`config.mk`:
```
export PLATFORM = sky130hd
export DESIGN_NAME = pfb_out_snap_ctrl
export DESIGN_NICKNAME = d
export VERILOG_FILES = /design/src/rtl/pfb_snap_pkg.sv /design/src/rtl/pfb_out_snap_ctrl.sv
export SDC_FILE = /design/constraint.sdc
export NUM_CORES = 1
export LEC_CHECK = 0
export CAP_MARGIN = 25
export CORE_MARGIN = 5
export CORE_UTILIZATION = 43
export CTS_CLUSTER_SIZE = 12
export DETAILED_ROUTE_END_ITERATION = 10
export GPL_ROUTABILITY_DRIVEN = 0
export PLACE_DENSITY_LB_ADDON = 0.12
export SETUP_SLACK_MARGIN = 0.2
export SKIP_LAST_GASP = 1
export SYNTH_ARGS = -nofsm -noshare
export SYNTH_HDL_FRONTEND = slang
export SYNTH_SLANG_ARGS = --single-unit
```
`constraint.sdc`:
```
create_clock -name clk -period 2.4 [get_ports clk]
set_clock_uncertainty 0.15 [all_clocks]
set_input_delay 0.6 -clock clk [delete_from_list [all_inputs] [get_ports clk]]
set_output_delay 0.6 -clock clk [all_outputs]
set_load 0.005 [all_outputs]
```
`src/rtl/pfb_snap_pkg.sv`:
```
// Shared constants for the pfb_out snapshot capture path.
// Holds the FSM state encoding and the default BRAM port A geometry, which the
// ramblk wrapper instantiation uses as well.
package pfb_snap_pkg;

  localparam int unsigned PFB_SNAP_DATA_W = 64;
  localparam int unsigned PFB_SNAP_ADDR_W = 10;

  localparam int unsigned STATE_W = 2;
  typedef logic [STATE_W-1:0] snap_state_t;

  localparam snap_state_t IDLE    = 2'd0;
  localparam snap_state_t ARMED   = 2'd1;
  localparam snap_state_t CAPTURE = 2'd2;
  localparam snap_state_t DONE    = 2'd3;

endpackage

```
`src/rtl/pfb_out_snap_ctrl.sv`:
```
// Capture controller for the pfb_out snapshot BRAM.
// After a rising edge on arm, and optionally a frame sync, it writes exactly
// 2**ADDR_W consecutive valid PFB words into BRAM port A. It then holds done
// until software re-arms.
// Ports:
//   clk, rst_n      fabric clock (shared with BRAM port A), async active-low reset
//   din, din_valid  PFB output word and its qualifier
//   sync_in         frame sync, coincident with the first word of a frame
//   arm             software arm bit; a capture starts on its rising edge
//   trig_mode       0 = start at next sync_in, 1 = start at next din_valid
//   bram_we, bram_en_a, bram_addr, bram_wr_data   registered BRAM port A write port
//   busy            high while ARMED or CAPTURE
//   done            high while DONE; the buffer holds a complete snapshot
module pfb_out_snap_ctrl
  import pfb_snap_pkg::*;
#(
  parameter int unsigned DATA_W = PFB_SNAP_DATA_W,
  parameter int unsigned ADDR_W = PFB_SNAP_ADDR_W
) (
  input  logic              clk,
  input  logic              rst_n,
  input  logic [DATA_W-1:0] din,
  input  logic              din_valid,
  input  logic              sync_in,
  input  logic              arm,
  input  logic              trig_mode,
  output logic              bram_we,
  output logic              bram_en_a,
  output logic [ADDR_W-1:0] bram_addr,
  output logic [DATA_W-1:0] bram_wr_data,
  output logic              busy,
  output logic              done
);

  // One extra pointer bit so the final address is distinguishable from wrap.
  localparam int unsigned PTR_W = ADDR_W + 1;
  localparam logic [PTR_W-1:0] LAST_PTR = PTR_W'(2**ADDR_W - 1);

  snap_state_t       state;
  snap_state_t       next_state;
  logic              arm_d;
  logic              arm_rise;
  logic              accept;
  logic [PTR_W-1:0]  wr_ptr;
  logic [PTR_W-1:0]  wr_ptr_nxt;
  logic              we_d;
  logic [ADDR_W-1:0] addr_d;
  logic              busy_d;
  logic              done_d;

  assign arm_rise = arm & ~arm_d;
  assign accept   = din_valid & (trig_mode | sync_in);

  // State register.
  always_ff @(posedge clk or negedge rst_n) begin
    if (!rst_n) begin
      state <= IDLE;
    end else begin
      state <= next_state;
    end
  end

  // Next-state logic. arm edges outside IDLE/DONE are ignored, so an edge
  // coinciding with the final write is consumed without re-arming.
  always_comb begin
    next_state = state;
    case (state)
      IDLE:    if (arm_rise) next_state = ARMED;
      ARMED:   if (accept) next_state = CAPTURE;
      CAPTURE: if (din_valid && (wr_ptr == LAST_PTR)) next_state = DONE;
      DONE:    if (arm_rise) next_state = ARMED;
      default: next_state = IDLE;
    endcase
  end

  // Output / datapath decode, registered below.
  always_comb begin
    we_d       = 1'b0;
    addr_d     = wr_ptr[ADDR_W-1:0];
    wr_ptr_nxt = wr_ptr;
    case (state)
      ARMED: begin
        if (accept) begin
          we_d       = 1'b1;
          addr_d     = '0;
          wr_ptr_nxt = PTR_W'(1);
        end
      end
      CAPTURE: begin
        if (din_valid) begin
          we_d       = 1'b1;
          wr_ptr_nxt = wr_ptr + PTR_W'(1);
        end
      end
      default: ;
    endcase
    // Status tracks the state being entered so done lines up with the last write.
    busy_d = (next_state == ARMED) || (next_state == CAPTURE);
    done_d = (next_state == DONE);
  end

  // Arm edge detector, write pointer and registered BRAM write port.
  always_ff @(posedge clk or negedge rst_n) begin
    if (!rst_n) begin
      arm_d        <= 1'b0;
      wr_ptr       <= '0;
      bram_we      <= 1'b0;
      bram_en_a    <= 1'b0;
      bram_addr    <= '0;
      bram_wr_data <= '0;
      busy         <= 1'b0;
      done         <= 1'b0;
    end else begin
      arm_d     <= arm;
      wr_ptr    <= wr_ptr_nxt;
      bram_we   <= we_d;
      bram_en_a <= we_d;
      busy      <= busy_d;
      done      <= done_d;
      if (we_d) begin
        bram_addr    <= addr_d;
        bram_wr_data <= din;
      end
    end
  end

endmodule

```
==> metrics.yaml <==
die_area_sq_mm: 0.0105
grt_pass1_vias: 2723
nNetsFinal: 499
syn_nets: 342
synth_edf_count: 0
die_y_microns: 103
final_antenna_net_count: 0
status: "finished, final reports clean"
cts_tree: "done"
powerDensity_mw_per_mm2: 1210
synthFlopType: "dfrtp_1"
start_kind: "register"
worst_ep_arrival_time_ns: 2.13
via_per_inst: 4.96
hold-worst-slack_ns: 0.0265
ir_drop_mv: 0.676
cp_slowest_cell: "dfrtp_1"
max-slew-margin-rel_pct: 69.7
synth-warning-count: 0
design_area_sq_mm: 0.00559
endpoint_kind: "register"
cts_hold_buffers: 0
grt_max_degree: 43
synth-seq-cells: 91
synthArstFlopShare_pct: 100
maxCapViolations: 0
yosys.area.top_type: "dfrtp_1"
final_layout_size_suffix_gt1_share_pct: 22.8
period_needed_ns: 2.03
grt_pass1_wl_microns: 14000
avgSynthCellArea_sq_um: 13.7
p_leak_nw: 2.38
synth_cell_types: 39
crit_type: "register to register"
io_pins: 148
dp_hpwl_microns: 6670
worst_pin_slew_ns: 0.455
wire_per_inst_microns: 16.8
start_util_pct: 44.4
path_max_fanout: 37
worst_path_largest_cell_delay_ns: 0.42
antenna_cells: 0
synth_top_area_share_pct: 61.8
fin_crit_sh_pct: 84.7
hold_violations: 0
final_cell_mix: "146 x clkdlybuf4s50_1, 91 x dfrtp_1, 64 x mux2_2"
final_max_slew_viol_count: 0
synthCells: 268
multi_input_area_sq_mm: 0.00132
cts_resized: 0
syn_area_sq_mm: 0.00368
cts_setup_buffers: 0
io_buffers: 147
finalSetupTns_ns: 0
hold_path.class: "input port to asynchronous set/reset pin"
place_ws_ns: 0.00933
synthTopCellsByArea: "dfrtp_1 62%, mux2_2 20%, nand2_1 2.4%, xnor2_1 1.9%, o21ai_0 1.6%"
rows: 33
clock_latency_ns: 0.35
path_cells: "ha_1 -> o21a_1 -> o21ai_4 -> buf_12 -> mux2_2"
placed_cell_area_sq_mm: 0.00535
syn2layout_area_growth_pct: 51.7
final_common_cell: "clkdlybuf4s50_1"
h-tree-depth: 3
cts_num_sinks: 91
drc: 0
die_w_microns: 103
wirelength_microns: 8960
first_iter_violations: 56
drt_first_pass_iters: 4
regArea_sq_mm: 0.00228
cts_made_buffers: 9
fill_cells: 666
rsz0062_at_grt: "no"
core_area_sq_mm: 0.00830
worstPathRequired_ns: 2.49
overflow: 0
setup_slack_ns: 0.367
vias: 2650
grt_use_total_pct: 17.4
ys_seq_area_share_pct: 61.8
clkTransAtPathRegs_ns: 0.09
antenna_found_initial: 0
max_clock_freq_ghz: 0.492
final_util_pct: 67.3
root_buffer: "clkbuf_8"
finalSetupViolations: 0
clockBufferDepth: 2
area by class of cell:
class                           count  share of cell area, %
Clock inverter                      4                   1.77
Tap cell                          105                   2.35
Multi-Input combinational cell    159                   23.6
Timing Repair Buffer              160                   28.7
Sequential cell                    91                   40.8
Inverter                            4                  0.269
Clock buffer                       11                   2.53
registers in the layout (all words and copies together) (netlist names):
register	flops
bram_addr	10
wr_ptr	11
done	1
bram_en_a	1
busy	1
state	2
arm_d	1
bram_wr_data	64
layer usage:
| metal | vias to the layer above | GRT usage [%] | wire (microns) |
|---|---|---|---|
| met5 | - | 0 | 0 |
| met4 | 0 | 5.65 | 150 |
| met3 | 13 | 5.28 | 771 |
| met2 | 103 | 28.7 | 4320 |
| met1 | 1279 | 22.0 | 3720 |
| li1 | 1255 | - | - |
through the flow:
| stage | instances | total power [W] |
|---|---|---|
| 2_1_floorplan | 268 | 0.00385 |
| 3_3_place_gp | 519 | 0.00552 |
| 3_5_place_dp | 519 | 0.00561 |
| 4_1_cts | 534 | 0.00687 |
| 5_1_grt | 534 | 0.00721 |
| 6_report | 534 | 0.00677 |
power by group:
part / switching, W / internal (W)
sequential: 0.000361 / 0.00220
combinational: 0.00100 / 0.00197
clock: 0.000528 / 0.000718
total: 0.00189 / 0.00489
worst max-delay path: cells and delay by family (launching register included):
family,cells,cell delay (ns)
flops,1,0.42
compound gates,2,0.42
mux,1,0.36
fa+ha+maj,1,0.32
buf+inv,1,0.24
cells in the mapped netlist, types with 4 or more instances:
| library cell | number |
|---|---|
| a21oi_1 | 4 |
| buf_2 | 5 |
| buf_4 | 6 |
| dfrtp_1 | 91 |
| ha_1 | 4 |
| inv_1 | 4 |
| mux2_2 | 64 |
| nand2_1 | 24 |
| nand3_1 | 4 |
| nor2_1 | 8 |
| o21ai_0 | 12 |
| xnor2_1 | 8 |
logic make-up after synthesis:
kind of cell	share of synthesized area, %
xor gates and xnor gates	1.90
and+or+nand+nor	8.19
adders and majority gates	1.36
AOI/OAI and AO/OA	4.25
buffers and inverters	2.62
muxes	19.8
DFF	61.8
final timing paths:
path	start	to	slack (ns)	depth (start not counted)
setup / recovery	state[0]	bram_wr_data[46]	0.37	5
hold / removal	rst_n	bram_wr_data[12]	0.03	1
setup reg to reg	state[0]	bram_wr_data[46]	0.37	5
hold reg to reg	bram_addr[2]	bram_addr[2]	0.33	2
max in group asynchronous	rst_n	bram_wr_data[26]	1.46	2
min in group clk	bram_addr[2]	bram_addr[2]	0.33	2
(Power assumes the default switching activity.)
==> patch: new RTL, same settings <==
Remove the register `bram_we`: a continuous assignment takes its place, so the output `bram_we` follows one clock earlier. Comments in the files are not updated.
--- a/src/rtl/pfb_out_snap_ctrl.sv
+++ b/src/rtl/pfb_out_snap_ctrl.sv
@@ -104,7 +104,6 @@
     if (!rst_n) begin
       arm_d        <= 1'b0;
       wr_ptr       <= '0;
-      bram_we      <= 1'b0;
       bram_en_a    <= 1'b0;
       bram_addr    <= '0;
       bram_wr_data <= '0;
@@ -113,7 +112,6 @@
     end else begin
       arm_d     <= arm;
       wr_ptr    <= wr_ptr_nxt;
-      bram_we   <= we_d;
       bram_en_a <= we_d;
       busy      <= busy_d;
       done      <= done_d;
@@ -124,5 +122,7 @@
     end
   end
 
+  assign bram_we = we_d;
+
 endmodule
 
Behaviour: not the same (Yosys sat finds a counterexample within 4 cycles, from zero or initial values and one cycle with rst_n low).
==> patch against the unedited design <==
Routed wire length is 0.46% higher. Fmax decreased by 10%. Critical path type is now in -> out. Area after synthesis shrank 0.20%. Total power is 2.1% higher. Worst setup slack lost 0.24 ns. Synthesized cell count decreased by 0.37%. Sequential cell count is the same. Global-route usage is essentially flat. Sequential power about the same. Die area shrank 0.19%. Final area up 1.5%. Via count grew 0.19%.
==> patch: results <==
set metrics [dict create \
    first_pass_iters 3 \
    grt_pass1_wl_um 14060 \
    whs_ns 0.06515 \
    cpPeakStageDelay_ns 0.50 \
    cp_max_fo 2 \
    relSlewSlack_pct 66.01 \
    arrival_ns 1.52 \
    cp_slowest_cell "clkdlybuf4s50_1" \
    synth_seq_area_share_pct 61.97 \
    leakage_nw 2.415 \
    synth_fp_nets 341 \
    grt_pass1_vias 2824 \
    p_int_mw 4.988 \
    async_reset_ff_share_pct 100.0 \
    regToRegSetupSlack_ns 0.28 \
    clkLatencyLatePin_ns 0.34 \
    drtIter0Drc 54 \
    layout.nets 504 \
    grt_max_degree 61 \
    syn_avg_cell_area_um2 13.76 \
    n_fill_cell 636 \
    grtUsageTotal_pct 17.38 \
    ys_top_cells_by_area "dfrtp_1 (62%), mux2_2 (20%), nand2_1 (2.5%), xnor2_1 (1.9%), o21ai_0 (1.6%)" \
    drive_above_1_share_pct 25.52 \
    status "finished clean" \
    critPathTopFamily "buffers and inverters" \
    vias_per_cell 4.917 \
    vdd_drop_max_mv 0.5323 \
]
-- patch: area by class of cell --
type                            instances  area share (%)
Clock buffer                           11           2.493
Sequential cell                        91           40.16
Inverter                                4          0.2648
Timing Repair Buffer                  165           28.77
Clock inverter                          5           1.920
Multi-Input combinational cell        159           24.07
Tap cell                              105           2.317
-- patch: through the flow --
step	power [mW]	setup TNS [ns]	cell area (µm²)	utilization, %	setup WS (ns)
after floorplan	3.848	0	3681	-	0.2079
after global placement	5.527	-10.80	5343	64.70	-0.3471
after detailed placement	5.632	-11.73	5343	64.70	-0.3753
after CTS	6.947	0	5625	68.12	0.09988
after global routing	7.398	0	5670	68.67	0.07742
final	6.918	0	5670	68.67	0.1314
-- patch: cells by family after synthesis --
group	after synthesis	share of synthesized area, %
flops	91	61.97
mux	65	19.88
simple gates	56	8.206
compound gates	26	4.256
buf+inv	17	2.417
xor+xnor	8	1.907
fa+ha+maj	4	1.362
-- patch: how the worst max path moves through the flow --
stage / cells after the start / end / slack, ns / from
after detailed placement: 5 / bram_we / -0.38 / din_valid
after floorplan: 7 / bram_we / 0.21 / state[0]
final: 5 / bram_we / 0.13 / din_valid
after CTS: 6 / bram_we / 0.1 / state[0]
after global placement: 5 / bram_we / -0.35 / sync_in
after global routing: 6 / bram_we / 0.08 / state[1]
-- patch: metal layers --
| layer | vias up | track usage [%] | routed length, µm |
|---|---|---|---|
| met4 | 0 | 4.238 | 43 |
| met1 | 1306 | 22.16 | 3711 |
| met2 | 86 | 29.20 | 4579 |
| met5 | - | 0 | 0 |
| li1 | 1257 | - | - |
| met3 | 6 | 5.119 | 663 |
-- patch: repair_timing --
action / in CTS / in global routing
gates resized for setup: 12 / 4
buffers inserted: 2 / 2
cloned: 0 / 0
pin swaps: 3 / 1
endpoints found under the setup margin: 44 / 2
